===== src/rtl/pwm_bank_pkg.sv =====
// Shared register-map constants for the pwm_bank PWM peripheral.
package pwm_bank_pkg;

  localparam int MAX_CHANNELS = 32;

  localparam logic [7:0] ADDR_EN_OUT_BASE = 8'h00;
  localparam logic [7:0] ADDR_EN_PWM_BASE = 8'h04;
  localparam logic [7:0] ADDR_PRESCALE    = 8'h08;
  localparam logic [7:0] ADDR_DUTY_BASE   = 8'h20;

endpackage


===== src/rtl/pwm_bank_timebase.sv =====
// Prescaler and period counter for pwm_bank; generates tick and period_start.
// The wrap output exists only when PWM_BANK_SHADOW_EN is defined.
module pwm_bank_timebase #(
  parameter int DUTY_W = 8,
  parameter int PRE_W  = 8
) (
  input  logic              clk,
  input  logic              rst,
  input  logic [PRE_W-1:0]  prescale,
  output logic [DUTY_W-1:0] cnt,
`ifdef PWM_BANK_SHADOW_EN
  output logic              wrap,
`endif
  output logic              period_start
);

  logic [PRE_W-1:0]  pre_q, pre_d;
  logic [DUTY_W-1:0] cnt_q, cnt_d;
  logic              started_q, started_d;
  logic              ps_q, ps_d;
  logic              tick;
  logic              wrap_now;

  always_comb begin
    // NOTE: every output of a combinational block is given a default first, so no path can infer a latch.
    tick      = (pre_q == prescale);
    wrap_now  = tick && (&cnt_q);
    // A prescaler count already above a newly lowered PRESCALE runs on to its maximum and rolls over.
    pre_d     = pre_q + 1'b1;
    cnt_d     = cnt_q;
    started_d = started_q | tick;
    if (tick) begin
      pre_d = '0;
      cnt_d = cnt_q + 1'b1;
    end
    ps_d = wrap_now || (tick && !started_q);
  end

  // NOTE: flops use non-blocking assignments so every register samples pre-edge values.
  always_ff @(posedge clk or posedge rst) begin
    if (rst) begin
      pre_q     <= '0;
      cnt_q     <= '0;
      started_q <= 1'b0;
      ps_q      <= 1'b0;
    end else begin
      pre_q     <= pre_d;
      cnt_q     <= cnt_d;
      started_q <= started_d;
      ps_q      <= ps_d;
    end
  end

  assign cnt          = cnt_q;
  assign period_start = ps_q;
`ifdef PWM_BANK_SHADOW_EN
  assign wrap = wrap_now;
`endif

endmodule


===== src/rtl/pwm_bank.sv =====
// pwm_bank: multi-channel PWM with per-channel enables/duty behind a byte-wide register port.
// Define PWM_BANK_SHADOW_EN to give each duty register a shadow loaded only at the period wrap.
module pwm_bank
  import pwm_bank_pkg::*;
#(
  parameter int CHANNELS = 16,
  parameter int DUTY_W   = 8,
  parameter int PRE_W    = 8
) (
  input  logic                clk,
  input  logic                rst,
  input  logic                wr_en,
  input  logic [7:0]          wr_addr,
  input  logic [7:0]          wr_data,
  input  logic [7:0]          rd_addr,
  output logic [7:0]          rd_data,
  output logic                period_start,
  output logic [CHANNELS-1:0] out
);

  logic [PRE_W-1:0]        prescale_q, prescale_d;
  logic [DUTY_W-1:0]       cnt;
  logic [MAX_CHANNELS-1:0] en_out_all, en_pwm_all;
  logic [7:0]              duty_all [MAX_CHANNELS];
  logic [7:0]              rd_data_q, rd_data_d;
`ifdef PWM_BANK_SHADOW_EN
  logic                    wrap;
`endif

  pwm_bank_timebase #(
    .DUTY_W (DUTY_W),
    .PRE_W  (PRE_W)
  ) u_timebase (
    .clk          (clk),
    .rst          (rst),
    .prescale     (prescale_q),
    .cnt          (cnt),
`ifdef PWM_BANK_SHADOW_EN
    .wrap         (wrap),
`endif
    .period_start (period_start)
  );

  always_comb begin
    prescale_d = prescale_q;
    if (wr_en && wr_addr == ADDR_PRESCALE) prescale_d = wr_data[PRE_W-1:0];
  end

  for (genvar ch = 0; ch < MAX_CHANNELS; ch++) begin : g_ch
    if (ch < CHANNELS) begin : g_live
      localparam logic [7:0] ADDR_OUT  = ADDR_EN_OUT_BASE + 8'(ch / 8);
      localparam logic [7:0] ADDR_PWM  = ADDR_EN_PWM_BASE + 8'(ch / 8);
      localparam logic [7:0] ADDR_DUTY = ADDR_DUTY_BASE + 8'(ch);
      localparam int         BIT       = ch % 8;

      logic              en_out_q, en_out_d;
      logic              en_pwm_q, en_pwm_d;
      logic              out_q, out_d;
      logic              pwm;
      logic [DUTY_W-1:0] duty_q, duty_d;
      logic [DUTY_W-1:0] act;

      always_comb begin
        en_out_d = en_out_q;
        en_pwm_d = en_pwm_q;
        duty_d   = duty_q;
        if (wr_en && wr_addr == ADDR_OUT)  en_out_d = wr_data[BIT];
        if (wr_en && wr_addr == ADDR_PWM)  en_pwm_d = wr_data[BIT];
        if (wr_en && wr_addr == ADDR_DUTY) duty_d   = wr_data[DUTY_W-1:0];
      end

`ifdef PWM_BANK_SHADOW_EN
      logic [DUTY_W-1:0] act_q, act_d;
      // A write coinciding with the wrap updates duty_q at the same edge, so act_q still takes the old value.
      always_comb act_d = wrap ? duty_q : act_q;
      assign act = act_q;
`else
      assign act = duty_q;
`endif

      always_comb begin
        pwm   = (act == '1) || (cnt < act);
        out_d = en_out_q && (!en_pwm_q || pwm);
      end

      always_ff @(posedge clk or posedge rst) begin
        if (rst) begin
          en_out_q <= 1'b0;
          en_pwm_q <= 1'b0;
          // NOTE: duty storage is a small per-channel register, not RAM, so it is reset like any other flop.
          duty_q   <= '0;
          out_q    <= 1'b0;
`ifdef PWM_BANK_SHADOW_EN
          act_q    <= '0;
`endif
        end else begin
          en_out_q <= en_out_d;
          en_pwm_q <= en_pwm_d;
          duty_q   <= duty_d;
          out_q    <= out_d;
`ifdef PWM_BANK_SHADOW_EN
          act_q    <= act_d;
`endif
        end
      end

      assign out[ch]        = out_q;
      assign en_out_all[ch] = en_out_q;
      assign en_pwm_all[ch] = en_pwm_q;
      assign duty_all[ch]   = 8'(duty_q);
    end else begin : g_pad
      // Channels beyond CHANNELS hold nothing and read back as zero.
      assign en_out_all[ch] = 1'b0;
      assign en_pwm_all[ch] = 1'b0;
      assign duty_all[ch]   = '0;
    end
  end

  always_comb begin
    rd_data_d = '0;
    if (rd_addr[7:2] == ADDR_EN_OUT_BASE[7:2]) begin
      rd_data_d = en_out_all[{rd_addr[1:0], 3'b000} +: 8];
    end else if (rd_addr[7:2] == ADDR_EN_PWM_BASE[7:2]) begin
      rd_data_d = en_pwm_all[{rd_addr[1:0], 3'b000} +: 8];
    end else if (rd_addr == ADDR_PRESCALE) begin
      rd_data_d = 8'(prescale_q);
    end else if (rd_addr[7:5] == ADDR_DUTY_BASE[7:5]) begin
      rd_data_d = duty_all[rd_addr[4:0]];
    end
  end

  always_ff @(posedge clk or posedge rst) begin
    if (rst) begin
      prescale_q <= '0;
      rd_data_q  <= '0;
    end else begin
      prescale_q <= prescale_d;
      rd_data_q  <= rd_data_d;
    end
  end

  assign rd_data = rd_data_q;

endmodule


===== config.mk =====
export PLATFORM = sky130hd
export DESIGN_NAME = pwm_bank
export DESIGN_NICKNAME = d
export VERILOG_FILES = /design/src/rtl/pwm_bank_pkg.sv /design/src/rtl/pwm_bank_timebase.sv /design/src/rtl/pwm_bank.sv
export SDC_FILE = /design/constraint.sdc
export NUM_CORES = 1
export LEC_CHECK = 0
export CAP_MARGIN = 10
export CORE_ASPECT_RATIO = 1.2
export CORE_MARGIN = 2
export CORE_UTILIZATION = 25
export CTS_CLUSTER_DIAMETER = 120
export DETAILED_ROUTE_END_ITERATION = 10
export GPL_ROUTABILITY_DRIVEN = 0
export GPL_TIMING_DRIVEN = 1
export SETUP_SLACK_MARGIN = 0.5
export SLEW_MARGIN = 40
export SYNTH_ARGS = -nofsm -noshare
export SYNTH_HDL_FRONTEND = slang
export SYNTH_SLANG_ARGS = --single-unit
export TNS_END_PERCENT = 50

===== constraint.sdc =====
create_clock -name clk -period 16.66 [get_ports clk]
set_input_delay 4.998 -clock clk [delete_from_list [all_inputs] [get_ports clk]]
set_output_delay 4.998 -clock clk [all_outputs]
set_load 0.005 [all_outputs]

* Word level (Yosys, flattened, before mapping)
Cells that the tools add are included.
** Word-level totals
- Flip-flop bits (word level) :: 210
- Input port bits :: 27
- Output and inout port bits :: 25
- Word-level logic and storage cells :: 233
** Cells by class
- Add/sub/neg operators :: 2
- Magnitude comparators :: 17
- Equal/unequal tests :: 40
- Shift operators :: 2
- Mux-type cells :: 8
- Bitwise gates (word level) :: 2
- Reduce and logical (&&, ||, !) cells :: 92
** Operators by type and width (number)
- $eq A8 B6 Y1 const B :: 16
- $eq A8 B8 Y1 const B :: 16
- $lt A8 B8 Y1 :: 16
- $shiftx A32 B6 Y8 :: 2
- $mux W8 :: 7
- $bmux W8 S5 :: 1
- $logic_and A1 B1 Y1 :: 39
- $logic_or A1 B1 Y1 :: 33
- $logic_not A1 Y1 :: 17
- $add A8 B1 Y8 const B :: 2
- $eq A8 B3 Y1 const B :: 2
- $eq A8 B4 Y1 const B :: 2
- $eq A8 B1 Y1 const B :: 1
- $eq A8 B8 Y1 :: 1
- $logic_not A8 Y1 :: 1
- $reduce_and A8 Y1 :: 1
- $eq A6 B1 Y1 const B :: 1
- $ge A6 B6 Y1 const B :: 1
- $logic_not A6 Y1 :: 1
- $not A5 Y6 :: 1
- $eq A3 B1 Y1 const B :: 1
- $or A1 B1 Y1 :: 1

* Depth between registers and ports, before layout
Gate-level depths: netlist of run 1.
- Depth in word-level cells :: 8
- Depth in mapped cells :: 7
- Gate-level depth less buffers :: 6

* Modules after synthesis
From an unflattened synthesis of run 1, not the netlist that was laid out.
** Unflattened totals
- Cell total of the unflattened synthesis :: 1112
- Area total of the unflattened synthesis :: 12794.8 um2
** By module, submodules not included
- pwm_bank :: times used 1, cells each 1037, area an instance 11906.4 um2, seq. area each 4804.6 um2
- pwm_bank_timebase :: times used 1, cells each 75, area an instance 888.4 um2, seq. area each 450.4 um2

* Worst setup path before layout of run 1
Ideal clock, no wire load.
- Path kind :: input-to-reg
- From :: in rd_addr[1]
- To :: reg rd_data_q[5] (netlist: rd_data[5])
- Library setup time :: 0.139 ns
- Arrival :: 6.357 ns
- Data required time :: 16.521 ns
- Path slack :: 10.164 ns
- Cell stages on the path :: 6
- Path buffers :: 2
- Cell sequence :: buf_6 > buf_8 > mux4_2 > nand4_1 > o31ai_1 > or4_1
** On the way
- Longest elaborated chain between the ends :: 8
- Elaborated cells between the ends (all ways) :: 11
- Those cells by class :: eq/ne (1); shift (2); mux (7); bitwise (1)
** RTL lines
- start, declared :: RTL line pwm_bank.sv:15 : input logic [7:0] rd_addr,
- $not A5 Y6 (implied by the code) :: RTL line pwm_bank.sv:128 : rd_data_d = duty_all[rd_addr[4:0]];
- $bmux W8 S5 :: RTL line pwm_bank.sv:128
- $mux W8 (implied by the code) (2 in series) :: RTL line pwm_bank.sv:128
- $mux W8 :: RTL line pwm_bank.sv:127 : end else if (rd_addr[7:5] == ADDR_DUTY_BASE[7:5]) begin
- $mux W8 :: RTL line pwm_bank.sv:125 : end else if (rd_addr == ADDR_PRESCALE) begin
- $mux W8 :: RTL line pwm_bank.sv:123 : end else if (rd_addr[7:2] == ADDR_EN_PWM_BASE[7:2]) begin
- $mux W8 (*) :: RTL line pwm_bank.sv:121 : if (rd_addr[7:2] == ADDR_EN_OUT_BASE[7:2]) begin
- named net rd_data_d[5] :: RTL line pwm_bank.sv:25 : logic [7:0] rd_data_q, rd_data_d;
- end signal, assigned :: RTL line pwm_bank.sv:138 : rd_data_q <= rd_data_d;
- end, declared :: RTL line pwm_bank.sv:25
The timed path passes the listed nets; every way through them passes the cells marked *. The select of a mux whose other input is x is not followed.
A chain may end at the register's enable or synchronous reset.

* Final worst setup path of run 1
- From :: in wr_addr[4]
- To :: reg prescale_q[7]
** On the way
- Longest elaborated chain between the ends :: 2
** RTL lines
- start, declared :: RTL line pwm_bank.sv:13 : input logic [7:0] wr_addr,
- $eq A8 B4 Y1 :: RTL line pwm_bank.sv:46 : if (wr_en && wr_addr == ADDR_PRESCALE) prescale_d = wr_data[PRE_W-1:0];
- $logic_and A1 B1 Y1 :: RTL line pwm_bank.sv:46
- end signal, assigned :: RTL line pwm_bank.sv:137 : prescale_q <= prescale_d;
- end, declared :: RTL line pwm_bank.sv:21 : logic [PRE_W-1:0] prescale_q, prescale_d;
No other way between the ends.

==> results.ini, run 1 <==
[status]
status = finished clean

[clock_tree]
cts_buffer_depth = 3
root_buffer = clkbuf_16
htreeDepth = 1
clock_latency_ns = 0.53
cts_buffers = 23
tritoncts = yes
post-cts-setup-buffer-count = 0
holdBufCountCts = 0
clk_pin_slew_worst_paths_ns = 0.06
cts_sinks = 210
post_cts_resize_count = 0

[global_routing]
grt_max_degree = 136
track_usage = 0.1495
grt_pass1_vias = 9634
grt_pass1_wl_mm = 59.62
globalRouteOverflowTotal = 0
grt_antenna_before_repair = 0

[pwr]
switching_share = 0.3302
powerDensity_nw_per_um2 = 106.9
cellLeakagePower_nw = 6.563
pwr-share-seq = 0.368
switchingPower_w = 0.0005203
combPwrFrac = 0.298
irDropWorstVdd_mv = 0.05469
clkPwrFrac = 0.334
p_int_w = 0.001056

[critical_path]
required_ns = 17.06
path_class = in2reg
cp_max_fo = 8
worstPathCellList = clkdlybuf4s50_1 -> or4_1 -> nor3_2 -> nand2_1 -> mux2_1
critPathMaxStageDelay_ns = 0.57
arrival_ns = 7.21
worstSetupEndpointType = flop
crit_path_start_kind = input port
cp_slowest_cell = or4_1

[sta]
tns_ns = 0
maxSlewViolCount = 0
finalHoldViolations = 0
fmax_mhz = 147.0
finalWorstSetupSlack_ns = 9.858
period_share = 0.4083
rsz0062_at_grt = false
setup-violations-final = 0
relSlewSlack = 0.4605
final.min_clock_period_ns = 6.802
fin_skew_ns = 0.01215
worst_pin_slew_ns = 0.8092

[synth]
synthesis.nets = 1270
ys_seq_area_frac = 0.4111
synth_seq_cells = 210
synthFlopType = dfrtp_1
yosys_warnings = 0
synth_edf_count = 0
async_flop_share = 1.000
postSynthAreaPerCell_um2 = 11.32
ys_types = 51
synth_area_um2 = 12780
postSynthCellCount = 1129

[routing]
vias = 9390
drt-pass1-iter-count = 5
antenna_left = 0
drcViolationCount = 0
vias_per_cell = 5.126
totalWireLength_mm = 39.54
drt_iter0_markers = 575
routedWlPerCell_um = 21.58

[place]
port_buffers = 51
pre_cts_ws_ns = 9.369
hpwl_mm = 27.51

[hold_path]
min_path_type = reg2reg

[die]
fp.coreArea_um2 = 50450
die_h_um = 251.7
core.rowCount = 90
die_w_um = 210.4
die-area_um2 = 52970
initial_core_util = 0.2534
io_pins = 52

[finish]
n_antenna_cell = 0
drive_above_1_share = 0.2449
nets = 1313
area_growth_syn_to_layout_pct = 15.27

[flow_run]
drv_cap = 0

-- routing by layer --
layer	wire length (um)	vias to the layer above	share of wire	global-route usage
li1	-	4182	-	-
met1	15760	4811	0.40	0.1756
met2	19630	283	0.50	0.2610
met3	1830	114	0.046	0.02203
met4	2321	0	0.059	0.08390
met5	0	-	0	0
-- power groups by stage --
stage | sequential [W] | combinational, W | clock, W
after global placement | 0.000589 | 0.000441 | 0
after detailed placement | 0.000589 | 0.000468 | 0
after floorplan | 0.000599 | 0.000294 | 0
after CTS | 0.000580 | 0.000471 | 0.000535
final | 0.000581 | 0.000470 | 0.000526
after global routing | 0.000584 | 0.000525 | 0.000554
-- final timing paths --
path / startpoint / slack (ns) / cells past startpoint / endpoint
max: wr_addr[4] / 9.86 / 5 / prescale_q[7]
min: u_timebase.started_q / 0.47 / 1 / u_timebase.period_start
max reg2reg: prescale_q[2] / 14.50 / 4 / u_timebase.cnt[1]
min reg2reg: u_timebase.started_q / 0.47 / 1 / u_timebase.period_start
max in group asynchronous: rst / 10.39 / 3 / g_ch[13].g_live.act[6]
min in group asynchronous: rst / 4.99 / 2 / g_ch[7].g_live.act[6]
-- flip-flops by register name, summed over array words and instances, names as in the netlist --
register	flops
g_ch.g_live.act	128
g_ch.g_live.en_out_q	16
g_ch.g_live.out_q	16
u_timebase.pre_q	8
u_timebase.period_start	1
g_ch.g_live.en_pwm_q	16
rd_data	8
u_timebase.started_q	1
u_timebase.cnt	8
prescale_q	8
-- area by class of cell --
class	instances	area, um^2
fill	5203	35710
clock buffer	30	661.9
multi-input combinational	730	6716
timing repair buffer	72	669.4
clock inverter	11	107.6
inverter	135	519.2
sequential	210	5255
tap	644	805.8
-- logic make-up after synthesis --
family          share of synthesized area
compound gates                    0.09621
xor+xnor                          0.01439
fa+ha+maj                          0.1116
buf+inv                           0.06391
flops                              0.4111
mux                                0.2145
simple gates                      0.08828
-- stage by stage --
| stage | instances | area, um^2 | util | total power, W | hold WS, ns |
|---|---|---|---|---|---|
| after detailed placement | 1790 | 13950 | 0.2764 | 0.001058 | 0.4515 |
| after CTS | 1831 | 14720 | 0.2917 | 0.001586 | 0.4737 |
| after global placement | 1790 | 13940 | 0.2763 | 0.001030 | 0.4513 |
| final | 1832 | 14740 | 0.2921 | 0.001576 | 0.4709 |
| after floorplan | 1129 | 12780 | - | 0.0008937 | 0.4205 |
| after global routing | 1832 | 14740 | 0.2921 | 0.001663 | 0.5049 |
-- critical path: cells and delay by family --
family                 cells  cell delay (ns)
buffers and inverters      1             0.41
AND/OR/NAND/NOR            3             1.37
multiplexers               1             0.43
-- cell usage after synthesis, types with 3 or more instances --
cell type,n,share of area
nor4_1,6,0.0029
a21boi_0,16,0.0094
mux2_1,6,0.0053
mux2i_1,13,0.010
nand2b_1,19,0.0093
or4_1,7,0.0041
nand2_2,12,0.0059
nor3_4,3,0.0038
nor3_2,3,0.0023
xor2_1,12,0.0082
nor3b_1,4,0.0023
nor3_1,7,0.0027
a211o_1,16,0.011
buf_4,19,0.011
ha_1,114,0.11
o22ai_1,4,0.0020
a21oi_1,38,0.015
a2111oi_0,4,0.0027
nor2b_1,11,0.0054
a21o_1,16,0.0094
nand4_1,43,0.021
nor2_1,15,0.0044
and3_1,3,0.0015
buf_2,8,0.0031
mux2_2,178,0.16
mux4_2,24,0.042
o21ai_0,53,0.021
nand3_1,23,0.0090
xnor2_1,9,0.0062
o2111ai_1,16,0.011
nand2_1,17,0.0050
a211oi_1,21,0.012
clkbuf_1,22,0.0065
inv_1,135,0.040
dfrtp_1,210,0.41
o31ai_1,3,0.0018
-- layout by cell type (no fill, tap or decap), types with 4 or more instances in the layout --
cell,n
a2111oi_0,4
a211o_1,16
a211oi_1,21
a21boi_0,16
a21o_1,16
a21oi_1,38
buf_4,19
clkbuf_16,23
clkbuf_8,6
clkdlybuf4s50_1,48
clkinv_2,8
dfrtp_1,210
ha_1,114
inv_1,134
mux2_1,6
mux2_2,178
mux2i_1,13
mux4_2,24
nand2_1,17
nand2_2,12
nand2b_1,19
nand3_1,23
nand4_1,43
nor2_1,15
nor2b_1,11
nor3_1,6
nor3_2,4
nor3b_1,4
nor4_1,6
o2111ai_1,16
o21ai_0,53
o22ai_1,4
or4_1,7
xnor2_1,9
xor2_1,12
Note: power is estimated with default switching activity, not from simulation.
==> inputs of run 2 (changes only) <==
- clock period: 16.66 -> 6 ns (I/O delays scaled with it)
==> run 2 against run 1 <==
Sequential cell count did not move. Routed wire length barely moved. Non-clock buffer count fell by 1. Critical path depth rose by 1. Clock skew fell by 0.0011 ns. Register-to-register slack got worse by 11 ns. Design area barely moved. Worst hold slack got worse by 0.0060 ns. Combinational power rose to 2.7 times the previous value. Largest power group unchanged.
==> results.ini, run 2 (synthesized netlist as in run 1, its figures left out) <==
[status]
status = finished clean

[routing]
totalWireLength_mm = 39.51
drt_iter0_markers = 607
vias_per_cell = 5.100
vias = 9339
drcViolationCount = 0
drt-pass1-iter-count = 7
antenna_left = 0
routedWlPerCell_um = 21.58

[clock_tree]
cts_buffers = 24
cts_buffer_depth = 3
clk_pin_slew_worst_paths_ns = 0.06
root_buffer = clkbuf_16
htreeDepth = 1
tritoncts = yes
clock_latency_ns = 0.54
post_cts_resize_count = 0
holdBufCountCts = 0
post-cts-setup-buffer-count = 0
cts_sinks = 210

[die]
core.rowCount = 90
io_pins = 52
initial_core_util = 0.2534
die_h_um = 251.7
die-area_um2 = 52970
die_w_um = 210.4
fp.coreArea_um2 = 50450

[hold_path]
worstHoldPathCells = 1
min_path_type = reg2reg

[global_routing]
grt_pass1_wl_mm = 60.38
globalRouteOverflowTotal = 0
grt_max_degree = 110
grt_pass1_vias = 9790
grt_antenna_before_repair = 3
track_usage = 0.1504

[sta]
finalWorstSetupSlack_ns = 2.169
rsz0062_at_grt = false
tns_ns = 0
fmax_mhz = 261.0
relSlewSlack = 0.4740
worst_pin_slew_ns = 0.7691
finalHoldViolations = 0
setup-violations-final = 0
fin_skew_ns = 0.01108
maxSlewViolCount = 0
period_share = 0.6385
final.min_clock_period_ns = 3.831

[critical_path]
critPathMaxStageDelay_ns = 0.69
crit_path_start_kind = input port
ff2ff_path_depth = 4
required_ns = 6.40
path_class = in2reg
worstPathCellList = buf_2 -> buf_4 -> nor2b_1 -> a2111oi_0 -> nor4_1 -> or4_1
crit_family = buffers and inverters
arrival_ns = 4.23
cp_max_fo = 36
worstSetupEndpointType = flop
path_buf_inv = 2
cp_slowest_cell = a2111oi_0
worstSetupPathDepth = 6

[pwr]
powerDensity_nw_per_um2 = 297.2
p_int_w = 0.002941
irDropWorstVdd_mv = 0.1642
clkPwrFrac = 0.338
switchingPower_w = 0.001441
cellLeakagePower_nw = 6.550
switching_share = 0.3289
combPwrFrac = 0.294
pwr-share-seq = 0.368

[finish]
n_antenna_cell = 0
layout_commonest_cell = dfrtp_1
layout_common_cells = 210 x dfrtp_1, 178 x mux2_2, 134 x inv_1
area_growth_syn_to_layout_pct = 15.33
drive_above_1_share = 0.2426
nets = 1313
n_fill_cell = 5148
largest_reg_flops = 128

[place]
port_buffers = 51
pre_cts_ws_ns = 1.697
hpwl_mm = 27.57

[flow_run]
drv_cap = 0

[run 2: final timing paths]
check	slack, ns	start	to
max in group asynchronous	3.62	rst	g_ch[10].g_live.act[5]
worst max register to register	3.87	u_timebase.pre_q[2]	u_timebase.cnt[1]
worst max-delay path	2.17	rd_addr[1]	rd_data[2]
worst min register to register	0.46	u_timebase.started_q	u_timebase.period_start
worst min-delay path	0.46	u_timebase.started_q	u_timebase.period_start
min in group asynchronous	1.80	rst	u_timebase.cnt[7]
[run 2: per-stage QoR]
step	total power [W]	hold slack [ns]	util	std cells	area, um^2
finish	0.004382	0.4649	0.2922	1831	14740
global route	0.004652	0.4886	0.2922	1831	14740
CTS	0.004423	0.4711	0.2922	1831	14740
detailed placement	0.002928	0.4409	0.2766	1790	13960
global placement	0.002865	0.4499	0.2767	1790	13960
floorplan	0.002482	0.4205	-	1129	12790
[run 2: per-layer routing]
metal  vias up  share of wire  global-route usage
met5         -        0.00061                   0
met4         4          0.051             0.07344
met3       117          0.050             0.02104
met2       309           0.50              0.2656
met1      4727           0.40              0.1789
li1       4182              -                   -
[run 2: layout make-up]
cell class | instances | area [um^2] | share of cell area
clock inverters | 6 | 63.81 | 0.004328
well taps | 644 | 805.8 | 0.05465
repair buffers | 71 | 668.1 | 0.04532
multi-input cells | 730 | 6716 | 0.4556
clock buffers | 35 | 723.2 | 0.04905
flip-flops and latches | 210 | 5255 | 0.3564
inverters | 135 | 510.5 | 0.03463
[run 2: power groups by stage]
stage	clock (W)	sequential, W	combinational [W]
3_5_place_dp	0	0.00164	0.00129
5_1_grt	0.00157	0.00162	0.00146
4_1_cts	0.00151	0.00161	0.00130
6_report	0.00148	0.00161	0.00129
2_1_floorplan	0	0.00166	0.000817
3_3_place_gp	0	0.00164	0.00123
